===== config.mk =====
export PLATFORM = sky130hd
export DESIGN_NAME = mem_vector_seq
export DESIGN_NICKNAME = d
export VERILOG_FILES = /design/src/rtl/mem_seq_pkg.sv /design/src/rtl/mem_vector_seq_lane_buf.sv /design/src/rtl/mem_vector_seq.sv
export SDC_FILE = /design/constraint.sdc
export NUM_CORES = 1
export LEC_CHECK = 0
export ABC_AREA = 0
export BUFFER_PORTS_ARGS = -buffer_cell sky130_fd_sc_hd__buf_2
export CAP_MARGIN = 30
export CORE_MARGIN = 8
export CORE_UTILIZATION = 50
export CTS_CLUSTER_DIAMETER = 60
export CTS_CLUSTER_SIZE = 30
export DETAILED_ROUTE_END_ITERATION = 10
export MAX_ROUTING_LAYER = met4
export PLACE_DENSITY = 0.76
export SLEW_MARGIN = 25
export SYNTH_ARGS = -nofsm -noshare
export SYNTH_HDL_FRONTEND = slang
export SYNTH_SLANG_ARGS = --single-unit

===== constraint.sdc =====
create_clock -name clk -period 7.35 [get_ports clk]
set_clock_uncertainty 0.15 [all_clocks]
set_input_delay 0.3675 -clock clk [delete_from_list [all_inputs] [get_ports clk]]
set_output_delay 0.3675 -clock clk [all_outputs]
set_load 0.1 [all_outputs]

===== src/rtl/mem_seq_pkg.sv =====
// Shared types for the MEM-stage vector sequencer: lane word, lane vector and FSM states.
package mem_seq_pkg;

  localparam int LANES_DEF = 4;

  typedef logic [31:0] word_t;
  typedef word_t [LANES_DEF-1:0] lane_vec_t;

  typedef enum logic [1:0] {
    IDLE       = 2'd0,
    STORE      = 2'd1,
    LOAD       = 2'd2,
    LOAD_DRAIN = 2'd3
  } seq_state_e;

endpackage


===== src/rtl/mem_vector_seq_lane_buf.sv =====
// Lane buffer: holds store data after accept and collects load data beat by beat.
// Parallel load has priority over the indexed single-lane write.
module mem_seq_lane_buf
  import mem_seq_pkg::*;
#(
  parameter int LANES = LANES_DEF,
  parameter int IDX_W = $clog2(LANES)
) (
  input  logic                   clk,
  input  logic                   reset,
  input  logic                   i_load,
  input  word_t [LANES-1:0]      i_vec,
  input  logic                   i_we,
  input  logic [IDX_W-1:0]       i_widx,
  input  word_t                  i_wdata,
  input  logic [IDX_W-1:0]       i_ridx,
  output word_t                  o_rdata,
  output word_t [LANES-1:0]      o_vec
);

  word_t [LANES-1:0] r_buf;

  // Buffer storage: whole-vector capture on accept, single lane on load beats.
  always_ff @(posedge clk) begin
    if (!reset) begin
      r_buf <= '0;
    end else if (i_load) begin
      r_buf <= i_vec;
    end else if (i_we) begin
      r_buf[i_widx] <= i_wdata;
    end
  end

  assign o_rdata = r_buf[i_ridx];
  assign o_vec   = r_buf;

endmodule


===== src/rtl/mem_vector_seq.sv =====
// MEM-stage vector sequencer. Serialises vector stores/loads to a single-port
// 32-bit memory one lane per cycle, stalls upstream while busy, and passes
// non-memory instructions through with one cycle of latency.
// Optional build macro: MEM_SEQ_PERF_CNT_EN adds stall_cycles_out, a saturating
// count of stalled cycles.
//
// state      | meaning
// IDLE       | accepting; ALU ops pass through, mem ops latched
// STORE      | one write beat per cycle, retire after last beat
// LOAD       | one read beat per cycle, capture previous beat's data
// LOAD_DRAIN | capture last lane and retire
module mem_vector_seq
  import mem_seq_pkg::*;
#(
  parameter int LANES  = LANES_DEF,
  parameter int ADDR_W = 16
) (
  input  logic              clk,
  input  logic              reset,
  input  logic              regWrite_in,
  input  logic              memWrite_in,
  input  logic              select_in,
  input  logic              updateCnt_in,
  input  logic [3:0]        rd_in,
  input  logic [3:0]        resCompare_in,
  input  logic [31:0]       aluRes0_in,
  input  logic [31:0]       aluRes1_in,
  input  logic [31:0]       aluRes2_in,
  input  logic [31:0]       aluRes3_in,
  input  logic [ADDR_W-1:0] base_addr_in,
  input  logic [31:0]       mem_rdata,
  output logic              stall_out,
  output logic [ADDR_W-1:0] mem_addr,
  output logic [31:0]       mem_wdata,
  output logic              mem_we,
  output logic              mem_re,
  output logic              regWrite_out,
  output logic              updateCnt_out,
  output logic [3:0]        rd_out,
  output logic [3:0]        resCompare_out,
  output logic [31:0]       res0_out,
  output logic [31:0]       res1_out,
  output logic [31:0]       res2_out,
  output logic [31:0]       res3_out
`ifdef MEM_SEQ_PERF_CNT_EN
  ,
  output logic [31:0]       stall_cycles_out
`endif
);

  localparam int BEAT_W = $clog2(LANES);
  localparam logic [BEAT_W-1:0] LAST_BEAT = BEAT_W'(LANES - 1);

  seq_state_e        r_state;
  seq_state_e        w_state_nxt;
  logic [BEAT_W-1:0] r_beat;
  logic              w_last;
  logic              w_accept;

  logic              r_regWrite;
  logic              r_updateCnt;
  logic [3:0]        r_rd;
  logic [3:0]        r_resCompare;
  logic [ADDR_W-1:0] r_base;

  logic              r_regWrite_out;
  logic              r_updateCnt_out;
  logic [3:0]        r_rd_out;
  logic [3:0]        r_resCompare_out;
  word_t [LANES-1:0] r_res;

  word_t [LANES-1:0] w_in_vec;
  word_t [LANES-1:0] w_buf_vec;
  word_t [LANES-1:0] w_load_vec;
  word_t             w_buf_rdata;
  logic              w_buf_we;
  logic [BEAT_W-1:0] w_buf_widx;

  word_t             w_alu      [4];
  word_t             w_res_port [4];

  assign w_alu[0] = aluRes0_in;
  assign w_alu[1] = aluRes1_in;
  assign w_alu[2] = aluRes2_in;
  assign w_alu[3] = aluRes3_in;

  for (genvar i = 0; i < LANES; i++) begin : g_in_lane
    if (i < 4) begin : g_port
      assign w_in_vec[i] = w_alu[i];
    end else begin : g_zero
      assign w_in_vec[i] = '0;
    end
  end

  for (genvar i = 0; i < 4; i++) begin : g_out_lane
    if (i < LANES) begin : g_lane
      assign w_res_port[i] = r_res[i];
    end else begin : g_zero
      assign w_res_port[i] = '0;
    end
  end

  assign w_last    = (r_beat == LAST_BEAT);
  assign w_accept  = (r_state == IDLE) && (memWrite_in || select_in);
  assign stall_out = (r_state != IDLE);

  mem_seq_lane_buf #(
    .LANES (LANES)
  ) u_lane_buf (
    .clk     (clk),
    .reset   (reset),
    .i_load  (w_accept),
    .i_vec   (w_in_vec),
    .i_we    (w_buf_we),
    .i_widx  (w_buf_widx),
    .i_wdata (mem_rdata),
    .i_ridx  (r_beat),
    .o_rdata (w_buf_rdata),
    .o_vec   (w_buf_vec)
  );

  // FSM state register.
  always_ff @(posedge clk) begin
    if (!reset) begin
      r_state <= IDLE;
    end else begin
      r_state <= w_state_nxt;
    end
  end

  // Next state, memory strobes and lane-buffer write control.
  always_comb begin
    w_state_nxt = r_state;
    mem_we      = 1'b0;
    mem_re      = 1'b0;
    mem_addr    = '0;
    mem_wdata   = '0;
    w_buf_we    = 1'b0;
    w_buf_widx  = r_beat - BEAT_W'(1);
    w_load_vec  = w_buf_vec;
    w_load_vec[LANES-1] = mem_rdata;
    case (r_state)
      IDLE: begin
        if (memWrite_in) begin
          w_state_nxt = STORE;
        end else if (select_in) begin
          w_state_nxt = LOAD;
        end
      end
      STORE: begin
        mem_we    = 1'b1;
        mem_addr  = r_base + ADDR_W'(r_beat);
        mem_wdata = w_buf_rdata;
        if (w_last) begin
          w_state_nxt = IDLE;
        end
      end
      LOAD: begin
        mem_re   = 1'b1;
        mem_addr = r_base + ADDR_W'(r_beat);
        w_buf_we = (r_beat != '0);
        if (w_last) begin
          w_state_nxt = LOAD_DRAIN;
        end
      end
      LOAD_DRAIN: begin
        w_buf_we    = 1'b1;
        w_buf_widx  = LAST_BEAT;
        w_state_nxt = IDLE;
      end
      default: w_state_nxt = IDLE;
    endcase
  end

  // Beat counter: advances through the lanes of a store or load, else parked at 0.
  always_ff @(posedge clk) begin
    if (!reset) begin
      r_beat <= '0;
    end else if (((r_state == STORE) || (r_state == LOAD)) && !w_last) begin
      r_beat <= r_beat + BEAT_W'(1);
    end else begin
      r_beat <= '0;
    end
  end

  // Control fields of an accepted memory instruction, held until retire.
  always_ff @(posedge clk) begin
    if (!reset) begin
      r_regWrite   <= 1'b0;
      r_updateCnt  <= 1'b0;
      r_rd         <= '0;
      r_resCompare <= '0;
      r_base       <= '0;
    end else if (w_accept) begin
      r_regWrite   <= regWrite_in;
      r_updateCnt  <= updateCnt_in;
      r_rd         <= rd_in;
      r_resCompare <= resCompare_in;
      r_base       <= base_addr_in;
    end
  end

  // Retire registers: pass-through in IDLE, memory results at the end of a sequence.
  always_ff @(posedge clk) begin
    if (!reset) begin
      r_regWrite_out   <= 1'b0;
      r_updateCnt_out  <= 1'b0;
      r_rd_out         <= '0;
      r_resCompare_out <= '0;
      r_res            <= '0;
    end else begin
      r_regWrite_out  <= 1'b0;
      r_updateCnt_out <= 1'b0;
      case (r_state)
        IDLE: begin
          if (!(memWrite_in || select_in)) begin
            r_regWrite_out   <= regWrite_in;
            r_updateCnt_out  <= updateCnt_in;
            r_rd_out         <= rd_in;
            r_resCompare_out <= resCompare_in;
            r_res            <= w_in_vec;
          end
        end
        STORE: begin
          if (w_last) begin
            r_regWrite_out   <= r_regWrite;
            r_updateCnt_out  <= r_updateCnt;
            r_rd_out         <= r_rd;
            r_resCompare_out <= r_resCompare;
            r_res            <= w_buf_vec;
          end
        end
        LOAD_DRAIN: begin
          r_regWrite_out   <= r_regWrite;
          r_updateCnt_out  <= r_updateCnt;
          r_rd_out         <= r_rd;
          r_resCompare_out <= r_resCompare;
          r_res            <= w_load_vec;
        end
        default: ;
      endcase
    end
  end

  assign regWrite_out   = r_regWrite_out;
  assign updateCnt_out  = r_updateCnt_out;
  assign rd_out         = r_rd_out;
  assign resCompare_out = r_resCompare_out;
  assign res0_out       = w_res_port[0];
  assign res1_out       = w_res_port[1];
  assign res2_out       = w_res_port[2];
  assign res3_out       = w_res_port[3];

`ifdef MEM_SEQ_PERF_CNT_EN
  logic [31:0] r_stall_cycles;

  // Saturating count of cycles spent stalled.
  always_ff @(posedge clk) begin
    if (!reset) begin
      r_stall_cycles <= '0;
    end else if (stall_out && (r_stall_cycles != 32'hFFFF_FFFF)) begin
      r_stall_cycles <= r_stall_cycles + 32'd1;
    end
  end

  assign stall_cycles_out = r_stall_cycles;
`endif

endmodule


==> results.md, run 1 <==
- Share of power burned in registers: 28.3%
- Sw power: 5.06 mW
- Initial antenna violation count: 3
- Slew headroom: 35.3%
- Final cell count without fillers: 2,538
- Final Util: 63.8%
- Final nets: 2,330
- Tot GR Track Use: 31.6%
- Setup crit end kind: output port
- RSZ-0062 raised after global routing: no
- Site Rows: 62
- Critical path arrival: 3.69 ns
- Switching part of the total: 56.3%
- DRT Wirelength: 56.5 mm
- Drt drc: 0
- Lkg Pwr: 8.89 nW
- CTS tree: done
- Drt via density: 6.05
- First-pass DRT Iterations: 6
- Final Hold Fails: 0
- Final ANT Viol Nets: 0
- CTS Sinks: 296
- Synthesized net count: 1,988
- Area Overhead vs Synth: 26.0%
- DR WL/cell: 22.3 um
- Comb pwr share: 54.7%
- Max_cap viols: 0
- Syn Inst Count: 1,789
- Chip width: 186 um
- Share of cells above drive strength 1: 22.8%
- Worst EP required: 6.83 ns
- Post-CTS Setup Repair Bufs: 0
- CTS root buf: clkbuf_16
- Worst-Margin Slew: 0.970 ns
- Synth Cell Area: 0.0145 sq mm
- Largest net degree at the start of global routing: 205
- EDFF count, synth: 0
- Max VDD drop: 0.000434 V
- Crit-path max FO: 35
- Flops & latches, synth: 296
- P_int: 3.93 mW
- Crit Path Class: reg2out
- FFs w/ async S/R, synth: 0%
- Placed cells: 2,386
- Final number of setup-violating endpoints: 0
- Pwr per Cell Area: 491 mW/mm^2
- CTS H-tree lvls: 1
- Port-buffer cells: 378
- Crit path launch type: flop
- Final Wtd Congestion: 0.991
- Vias in the first global route: 14,610
- Core Area: 0.0287 sq mm
- Vias: 15,348
- Yosys warnings: 0
- Setup TNS: 0 ns
- CTS buffer count: 27
- Initial Utilization: 50.6%
- Synth Flop Type: dfxtp_1
- I/O Pins: 379
- Seq/Total Area, Yosys: 40.8%
- Period utilization: 57.3%
- Hold crit path type: in2reg
- Remaining Overflow, GRT: 0
- FMAX: 237 MHz
- Max Buffers Root-to-Sink: 3
- Status: complete, no violations
- Cell variety after synth: 42
- Clock power frac: 17.0%
- Syn Area/Cell: 8.12 sq um
- First-pass GRT wire length: 87.1 mm
- Detailed placement HPWL: 38.1 mm
- Die area: 0.0348 sq mm
- Post-layout minimum cycle time: 4.21 ns
- CTS clock-pin slew for the worst setup and hold paths: 0.08 ns
- Worst-skew pair later-pin latency: 0.55 ns
- Die span in y: 186 um
- Fin. max-slew vios: 0
- Iter 0 DRT Violations: 1,617
synth_stat cells, types with 3 or more instances:
cell type	instances	area, sq um
o211a_1	136	1360
xnor2_1	4	35.0
nor2b_1	3	18.8
nor3_1	4	20.0
buf_2	57	285
and2_1	43	269
mux4_2	32	721
xor2_1	5	43.8
buf_1	4	15.0
nor3b_1	3	22.5
nor2_1	6	22.5
buf_4	15	113
inv_1	9	33.8
nand2_1	456	1710
a21boi_0	29	218
a22oi_1	34	255
nand3b_1	3	22.5
nand3_1	139	696
nor4_1	3	18.8
clkbuf_1	106	398
ha_1	8	100
a31oi_1	129	807
or3_1	3	18.8
nand2b_1	5	31.3
o21ai_0	235	1180
dfxtp_1	296	5930
worst paths after layout:
path / startpoint / endpoint / slack [ns] / cells after the start
setup / recovery: r_beat[1] / mem_addr[14] / 3.14 / 6
hold / removal: aluRes0_in[10] / u_lane_buf.o_vec[10] / 0.003 / 3
setup reg to reg: r_beat[1] / res0_out[4] / 3.76 / 7
hold reg to reg: r_resCompare[1] / r_resCompare[1] / 0.32 / 2
metal layers:
layer | up-vias | part of all wire, % | track usage (%)
met5 | - | 0 | -
met1 | 7331 | 44 | 43.2
li1 | 7079 | - | -
met2 | 843 | 44 | 47.7
met3 | 95 | 8.9 | 4.64
met4 | 0 | 3.0 | 10.2
registers in the layout (all words and copies together), names as in the netlist, 2 cells and up:
name              cells
r_resCompare          4
res1_out             32
res2_out             32
r_beat                2
rd_out                4
res0_out             32
r_base               16
u_lane_buf.o_vec    128
r_state               2
r_rd                  4
res3_out             32
resCompare_out        4
worst max-delay path: stages, from the launching register on:
cell and delay (ns):
dfxtp_2 0.95, inv_1 0.21, fa_1 0.51, nand3b_1 0.33, nor4_1 0.46, mux2i_1 0.24, buf_2 0.45
power groups by stage:
stage          sequential (mW)  combinational, mW  clock (mW)
2_1_floorplan             4.57               1.87           0
3_3_place_gp              2.54               4.76           0
3_5_place_dp              2.55               4.81           0
4_1_cts                   2.52               4.88        1.55
5_1_grt                   2.59               5.15        1.60
6_report                  2.55               4.92        1.53
area by class of cell:
cell class                 count  area (sq um)
fill                        2470         10400
inverter                       9          33.8
multi-input combinational   1301          7820
clock inverter                20           270
sequential                   296          5930
clock buffer                  29           693
antenna                        3          7.51
tap                          384           480
timing repair buffer         496          3080
logic make-up (layout without fill, tap and decap cells):
kind of cell    count (synthesis)  after routing  synth area share (%)
flops                         296            296                  40.8
fa+ha+maj                       9              9                 0.827
compound gates                571            571                  26.7
buf+inv                       192            554                  5.89
simple gates                  678            678                  20.2
other cells                     0              3                     0
xor+xnor                        9              9                 0.542
mux                            34             34                  5.10
layout by cell type (no fill, tap or decap), drive strengths merged, types with 4 or more instances in the layout:
cell,Yosys,layout
a21boi,29,29
a22oi,34,34
a31oi,129,129
and2,43,43
buf,77,399
clkbuf,106,29
clkinv,0,7
dfxtp,296,296
dlygate4sd3,0,97
ha,8,8
inv,9,18
mux4,32,32
nand2,456,456
nand2b,5,5
nand3,139,139
nor2,7,7
nor3,6,6
nor3b,4,4
o211a,136,136
o21ai,235,235
xnor2,4,4
xor2,5,5
metrics by stage:
stage          area (sq um)  hold slack (ns)  power (mW)  setup WS, ns
6_report              18300          0.00319        8.99          3.14
5_1_grt               18300          0.00111        9.34          2.91
2_1_floorplan         14500            0.290        6.44          2.53
3_3_place_gp          16300            0.299        7.30          3.76
4_1_cts               18200        0.0000441        8.95          3.11
3_5_place_dp          16300            0.306        7.36          3.62
what timing repair did:
action                                  4_1_cts  5_1_grt
resized for setup                             0        0
hold buffers                                 97        0
hold endpoints to repair                    112        0
endpoints found under the setup margin        0        0
Power figures use the tool's default switching activity.
==> inputs of run 2 (changes only) <==
- CORE_UTILIZATION: 50 -> 48
- clock period: 7.35 -> 3.8 ns (I/O delays scaled with it)
==> run 2 against run 1 <==
  * Sequential share of layout area down 2.5 points
  * Largest power group unchanged
  * Combinational power up 99%
  * The flow now finishes with violations (negative hold slack)
  * Cell area up 8.5%
  * Clock power up 110%
==> results.md, run 2 (synthesis gave the netlist of run 1 again) <==
- Remaining Overflow, GRT: 0
- Critical path arrival: 3.13 ns
- Final number of setup-violating endpoints: 0
- Power, Total: 17.9 mW
- Die area: 0.0361 sq mm
- CTS tree: done
- Max reg flops: 128
- Status: finished with violations
- Final ANT Viol Nets: 0
- Port-buffer cells: 378
- Vias: 16,271
- CTS Sinks: 296
- CTS clock-pin slew for the worst setup and hold paths: 0.08 ns
- I/O Pins: 379
- Setup TNS: 0 ns
- Final Util: 66.8%
- Initial antenna violation count: 5
- Crit Path Class: reg2out
- Final Hold Fails: 3
- Fin. max-slew vios: 0
- Drt drc: 0
- First-pass DRT Iterations: 6
- Final Wtd Congestion: 0.991
- Tot GR Track Use: 31.7%
- Worst-skew pair later-pin latency: 0.57 ns
- Failing checks: negative hold slack
- Setup crit end kind: output port
- Crit path launch type: flop
- Worst-Margin Slew: 0.954 ns
- Site Rows: 63
- DRT Wirelength: 58.6 mm
- Largest net degree at the start of global routing: 181
- Period utilization: 91.3%
- CTS H-tree lvls: 1
- Drt via density: 6.05
- Die span in y: 190 um
- Design area: 0.0199 sq mm
- First-pass GRT wire length: 90.1 mm
- DR WL/cell: 21.8 um
- Detailed placement HPWL: 37.8 mm
- Core Area: 0.0297 sq mm
- Hold crit path type: in2reg
- Iter 0 DRT Violations: 1,942
- Initial Utilization: 48.9%
- Post-layout minimum cycle time: 3.47 ns
- Max Buffers Root-to-Sink: 3
- Share of cells above drive strength 1: 21.9%
- Crit-path max FO: 7
- Pwr per Cell Area: 902 mW/mm^2
- Lkg Pwr: 9.59 nW
- RSZ-0062 raised after global routing: no
- Chip width: 190 um
- CTS root buf: clkbuf_16
- Vias in the first global route: 15,504
- Worst EP required: 3.46 ns
- Most common cell after layout, fill and taps aside: nand2_1
- Slew headroom: 36.4%
- Area after DPL: 0.0165 sq mm
- Area Overhead vs Synth: 36.6%
- Commonest cells after routing, fill and taps aside: nand2_1, buf_2, dfxtp_1
- CTS buffer count: 29
- Max VDD drop: 0.000671 V
- Hold WS: -0.0110 ns
- Final nets: 2,471
- Max_cap viols: 0
- FMAX: 288 MHz
[run 2: worst paths after layout]
kind | from | cells after the start | slack, ns | endpoint
setup / recovery | r_beat[0] | 7 | 0.33 | mem_addr[14]
hold / removal | reset | 2 | -0.01 | r_base[13]
setup reg to reg | r_state[0] | 8 | 0.50 | u_lane_buf.o_vec[4]
hold reg to reg | r_rd[2] | 2 | 0.31 | r_rd[2]
[run 2: area by class of cell]
type                       instances  area, sq um
sequential                       296         5930
antenna                            6         15.0
inverter                           9         33.8
tap                              390          488
multi-input combinational       1301         7820
fill                            2306         9860
clock buffer                      29          726
clock inverter                    25          329
timing repair buffer             635         4520
[run 2: metal layers]
layer	wire length (um)	up-vias	global-route usage, %
li1	-	7372	-
met1	24700	7710	42.9
met2	25300	1009	45.7
met3	6130	180	5.69
met4	2570	0	14.0
met5	0	-	-
[run 2: what timing repair did]
action,4_1_cts,5_1_grt
hold buffers,232,0
setup buffers,0,0
resized for setup,0,0
hold endpoints to repair,293,0
[run 2: per-stage QoR]
stage,instances,worst slack (ns)
finish,2691,0.332
CTS,2685,0.325
global route,2690,0.213
global placement,2399,0.955
floorplan,1789,-0.107
detailed placement,2399,0.926
[run 2: power by group]
part | internal (mW) | switching (mW)
combinational | 2.20 | 7.60
clock | 1.61 | 1.56
sequential | 4.12 | 0.820
total | 7.93 | 9.98
[run 2: critical path: stages, from the launching register on]
cell      delay [ns]
dfxtp_2         0.35
ha_1            0.18
inv_1           0.06
fa_1            0.41
nand3b_1        0.33
nor4_1          0.47
mux2i_2         0.30
buf_2           0.47
